File: config.mk
export PLATFORM = sky130hd
export DESIGN_NAME = instr_mem_loadable
export DESIGN_NICKNAME = d
export VERILOG_FILES = /design/src/rtl/instr_mem_loadable.sv
export SDC_FILE = /design/constraint.sdc
export NUM_CORES = 2
export LEC_CHECK = 0
export CORE_MARGIN = 5
export CORE_UTILIZATION = 62
export CTS_CLUSTER_SIZE = 20
export DETAILED_ROUTE_END_ITERATION = 10
export GPL_TIMING_DRIVEN = 0
export MAX_ROUTING_LAYER = met4
export PLACE_DENSITY_LB_ADDON = 0.1
export SYNTH_ARGS = -nofsm -noshare
export SYNTH_HDL_FRONTEND = slang
export SYNTH_SLANG_ARGS = --single-unit
File: constraint.sdc
create_clock -name clk -period 4 [get_ports clk]
set_clock_uncertainty 0.15 [all_clocks]
set_input_delay 0.8 -clock clk [delete_from_list [all_inputs] [get_ports clk]]
set_output_delay 0.8 -clock clk [all_outputs]
set_load 0.02 [all_outputs]
File: src/rtl/instr_mem_loadable.sv
// Loadable synchronous instruction memory for the MIPS core: a sequential
// program-load port with an auto-incrementing pointer, and a registered fetch port.
module instr_mem_loadable #(
  parameter int          DEPTH = 64,
  parameter int          AW    = 6,
  parameter logic [31:0] NOP   = 32'h00000000
) (
  input  logic          clk,
  input  logic          reset,
  input  logic          load_start,
  input  logic          load_valid,
  input  logic [31:0]   load_data,
  input  logic          load_last,
  input  logic          fetch_req,
  input  logic [31:0]   pc,
  output logic          ready,
  output logic [AW:0]   prog_len,
  output logic          load_err,
  output logic          fetch_valid,
  output logic          fetch_fault,
  output logic [31:0]   instr,
  output logic [5:0]    opcode,
  output logic [4:0]    rs,
  output logic [4:0]    rt,
  output logic [4:0]    rd,
  output logic [4:0]    shamt,
  output logic [5:0]    func,
  output logic [15:0]   imm,
  output logic [25:0]   jtarget
);

  typedef enum logic [1:0] {
    IDLE = 2'b00,
    LOAD = 2'b01,
    RUN  = 2'b10
  } state_t;

  localparam logic [AW:0] DEPTH_W = (AW+1)'(DEPTH);
  localparam logic [AW:0] ONE_W   = (AW+1)'(1);

  logic [31:0] mem [DEPTH];

  state_t      state_r;
  state_t      state_next_s;
  logic [AW:0] ptr_r;
  logic [AW:0] ptr_next_s;
  logic        load_err_r;
  logic        load_err_next_s;
  logic        wr_en_s;
  logic        fetch_valid_r;
  logic        fetch_fault_r;
  logic [31:0] instr_r;
  logic        fetch_bad_s;
  logic [AW-1:0] fetch_idx_s;

  // Next-state, write-pointer and error-flag logic for the load sequencer.
  always_comb begin
    state_next_s    = state_r;
    ptr_next_s      = ptr_r;
    load_err_next_s = load_err_r;
    wr_en_s         = 1'b0;
    case (state_r)
      IDLE: begin
        if (load_start) begin
          state_next_s    = LOAD;
          ptr_next_s      = {(AW+1){1'b0}};
          load_err_next_s = 1'b0;
        end else begin
          state_next_s    = IDLE;
        end
      end
      LOAD: begin
        if (load_start) begin
          // Restart dominates any word presented in the same cycle.
          ptr_next_s      = {(AW+1){1'b0}};
          load_err_next_s = 1'b0;
        end else if (load_valid) begin
          if (ptr_r < DEPTH_W) begin
            wr_en_s    = 1'b1;
            ptr_next_s = ptr_r + ONE_W;
          end else begin
            load_err_next_s = 1'b1;
          end
          if (load_last) begin
            state_next_s = RUN;
          end else begin
            state_next_s = LOAD;
          end
        end else begin
          state_next_s = LOAD;
        end
      end
      RUN: begin
        if (load_start) begin
          state_next_s    = LOAD;
          ptr_next_s      = {(AW+1){1'b0}};
          load_err_next_s = 1'b0;
        end else begin
          state_next_s    = RUN;
        end
      end
      default: begin
        state_next_s    = IDLE;
        ptr_next_s      = {(AW+1){1'b0}};
        load_err_next_s = 1'b0;
      end
    endcase
  end

  // Sequencer state, write pointer and sticky overflow flag.
  always_ff @(posedge clk) begin
    if (reset) begin
      state_r    <= IDLE;
      ptr_r      <= {(AW+1){1'b0}};
      load_err_r <= 1'b0;
    end else begin
      state_r    <= state_next_s;
      ptr_r      <= ptr_next_s;
      load_err_r <= load_err_next_s;
    end
  end

  // Program store write port; contents survive reset.
  always_ff @(posedge clk) begin
    if (wr_en_s) begin
      mem[ptr_r[AW-1:0]] <= load_data;
    end
  end

  assign fetch_idx_s = pc[AW+1:2];
  assign fetch_bad_s = (pc[1:0] != 2'b00) || (|pc[31:AW+2]);

  // Registered fetch port; instr holds its value on idle cycles.
  always_ff @(posedge clk) begin
    if (reset) begin
      fetch_valid_r <= 1'b0;
      fetch_fault_r <= 1'b0;
      instr_r       <= 32'h00000000;
    end else if ((state_r == RUN) && fetch_req) begin
      fetch_valid_r <= 1'b1;
      fetch_fault_r <= fetch_bad_s;
      instr_r       <= fetch_bad_s ? NOP : mem[fetch_idx_s];
    end else begin
      fetch_valid_r <= 1'b0;
      fetch_fault_r <= 1'b0;
    end
  end

  assign ready       = (state_r == RUN);
  assign prog_len    = ptr_r;
  assign load_err    = load_err_r;
  assign fetch_valid = fetch_valid_r;
  assign fetch_fault = fetch_fault_r;
  assign instr       = instr_r;
  // Pure slices; sign extension of imm happens downstream.
  assign opcode      = instr_r[31:26];
  assign rs          = instr_r[25:21];
  assign rt          = instr_r[20:16];
  assign rd          = instr_r[15:11];
  assign shamt       = instr_r[10:6];
  assign func        = instr_r[5:0];
  assign imm         = instr_r[15:0];
  assign jtarget     = instr_r[25:0];

endmodule
==> results.cfg <==
[timing]
setup_ws_ns = -0.149
fin_crit_ns = 4.15
timing.fmax_mhz = 241
max_slew_margin_pct = 6.81
setup_viol = 8
rsz0062_at_grt = no
drv_slew = 0
tightest_slew_ns = 1.39
hold_viol = 0
timing.final.crit_share_pct = 104
whs_ns = 0.195

[die]
ios = 187
row_count = 131
initial_core_util_pct = 62.6
dieArea_sq_um = 136000
coreArea_sq_um = 128000
die_x_microns = 369
die_h_microns = 369

[setup_path]
cp_max_fo = 10
critPathKind = in2reg
worstPathRequired_ns = 4.60
timing.critical_path.mode_cell = buf_6
worst_setup_path_start_kind = primary input
critPathSlowestCell = a22oi_1
end_kind = register
crit_path_max_incr_delay_ns = 0.78
crit_chain = clkdlybuf4s50_1, buf_6, buf_6, buf_4, clkbuf_4, mux2i_1, o22ai_1, a211oi_4, a22oi_1, o2111ai_1, nand2_1
arrival_ns = 4.75

[layout]
nets = 4179
drive_gt1_share_pct = 27.8
fin_cells = 6013
fill_cells = 7254
final_common_cell = edfxtp_1
syn2layout_area_growth_pct = 16.2
final_cell_mix = edfxtp_1, mux4_2, clkbuf_16, clkdlybuf4s50_1, mux2i_1

[global_routing]
grt_max_degree = 65
grtUsageMet3_pct = 8.93
grt_pass1_wl_microns = 297000
grt_pass1_vias = 39800
antenna_found_initial = 8
grt-ovfl-total = 0
grtUsageMet2_pct = 45.9
grt_util_met1_pct = 46.3
grt.total_usage_pct = 32.3
busiest_layer = met1

[clock_tree]
clock_sinks = 2092
hold_buffers = 0
path_clk_slew_ns = 0.06
clk_latency_ns = 0.84
ctsRootBufferMaster = clkbuf_16
numCtsBuffers = 199
cts.htree.levels = 4
clk_path_buf_depth = 3
cts_tree = done

[logic_synthesis]
synthFlopType = edfxtp_1
async_reset_ff_share_pct = 0
syn_inst = 3631
seq_area_frac_synth_pct = 77.9
synth-warning-count = 0
avgSynthCellArea_sq_um = 22.1
syn_area_sq_um = 80100
synth_edf_count = 2048
ys_ff_latch = 2092
synth_cell_types = 54
synth_nets = 3702

[routing]
vias = 40500
dr.pass1.iters = 6
routedWlPerCell_microns = 35.1
vias_per_cell = 6.74
drc = 0
finalWirelength_microns = 211000
first_iter_violations = 5735
ant_nets = 0

[placed_design]
gp_congestion = 0.950
dp.final_hpwl_microns = 141000
dp.cells = 5636
post-place-ws_ns = -1.04
portBuffers = 181

[pwr]
p_total_mw = 44.9
p_leak_nw = 29.6
ir_drop_v = 0.000463
p_per_area_nw_per_um2 = 483

[hold_path]
hold_path_class = in2reg

[job]
maxCapViolations = 0

[outcome]
status = finished, violations left
violations = setup timing
## final timing paths
path                                     from           to  slack [ns]  cells after the start
worst min register to register      instr[22]    instr[22]        0.32                      2
worst max register to register     state_r[0]   mem[55][6]        0.19                      6
worst min-delay path            load_data[27]  mem[29][27]        0.19                      1
worst max-delay path                    pc[4]    instr[14]       -0.15                     11
## final cells by class
type / count / area [sq um] / area share [%]
Antenna cell: 8 / 20.0 / 0.0215
Buffer: 268 / 1720 / 1.85
Timing Repair Buffer: 276 / 3730 / 4.00
Sequential cell: 2092 / 62400 / 67.0
Tap cell: 1729 / 2160 / 2.32
Multi-Input combinational cell: 1268 / 16600 / 17.8
Clock inverter: 104 / 1020 / 1.10
Clock buffer: 265 / 5460 / 5.86
Inverter: 3 / 11.3 / 0.0121
## cell families after synthesis
family          synth area share, %
flops                          77.9
mux                            15.4
simple gates                   1.84
compound gates                 2.71
buf+inv                        2.16
xor+xnor                     0.0547
fa+ha+maj                    0.0156
## registers in the layout (all words and copies together), names as in the netlist
| signal | cells |
|---|---|
| fetch_fault | 1 |
| mem | 2048 |
| instr | 32 |
| fetch_valid | 1 |
| prog_len | 7 |
| state_r | 2 |
| load_err | 1 |
## power by group
part | switching [mW] | internal [mW] | total, mW
Clock | 7.92 | 10.8 | 18.7
Combinational | 1.43 | 0.752 | 2.18
Sequential | 0.00384 | 24.0 | 24.1
Total | 9.35 | 35.6 | 44.9
## metal layers
| metal | share of wire, % | vias to the layer above |
|---|---|---|
| met1 | 38 | 21300 |
| met5 | 0 | - |
| met2 | 45 | 2708 |
| li1 | - | 16200 |
| met4 | 4.0 | 0 |
| met3 | 13 | 335 |
## cells in the mapped netlist, drive strengths merged, types with 9 or more instances
cell type | n | share of area [%]
mux2 | 16 | 0.22
nor4 | 11 | 0.086
a211oi | 59 | 0.55
nor2 | 116 | 0.54
nor2b | 18 | 0.14
mux4 | 474 | 13
nand3b | 9 | 0.10
nand2 | 114 | 0.54
o2111ai | 25 | 0.27
nand3 | 17 | 0.13
clkbuf | 62 | 0.30
buf | 206 | 1.8
edfxtp | 2048 | 77
o21ai | 13 | 0.081
mux2i | 145 | 1.8
a22oi | 87 | 0.82
o22ai | 89 | 0.70
nor3 | 9 | 0.056
dfxtp | 44 | 1.1
a31oi | 10 | 0.078
## worst max-delay path: cells and delay by family
kind,cells,cell delay (ns)
multiplexers,1,0.10
buffers and inverters,5,1.91
AO/OA/AOI/OAI,4,1.70
AND/OR/NAND/NOR,1,0.18
## per-stage QoR
step	cell area (sq um)	util, %	setup TNS [ns]
6_report	93100	72.7	-0.535
5_1_grt	93100	72.7	0
4_1_cts	93000	72.6	-0.0310
3_5_place_dp	86500	67.6	-337.69
3_3_place_gp	84100	65.7	-3759.34
2_1_floorplan	80100	-	0
## repair_timing
item                                    in CTS  in global routing
endpoints found under the setup margin       8                 28
resized for setup                            8                 14
buffers inserted                             0                  0
Note: power is estimated with default switching activity, not from simulation.
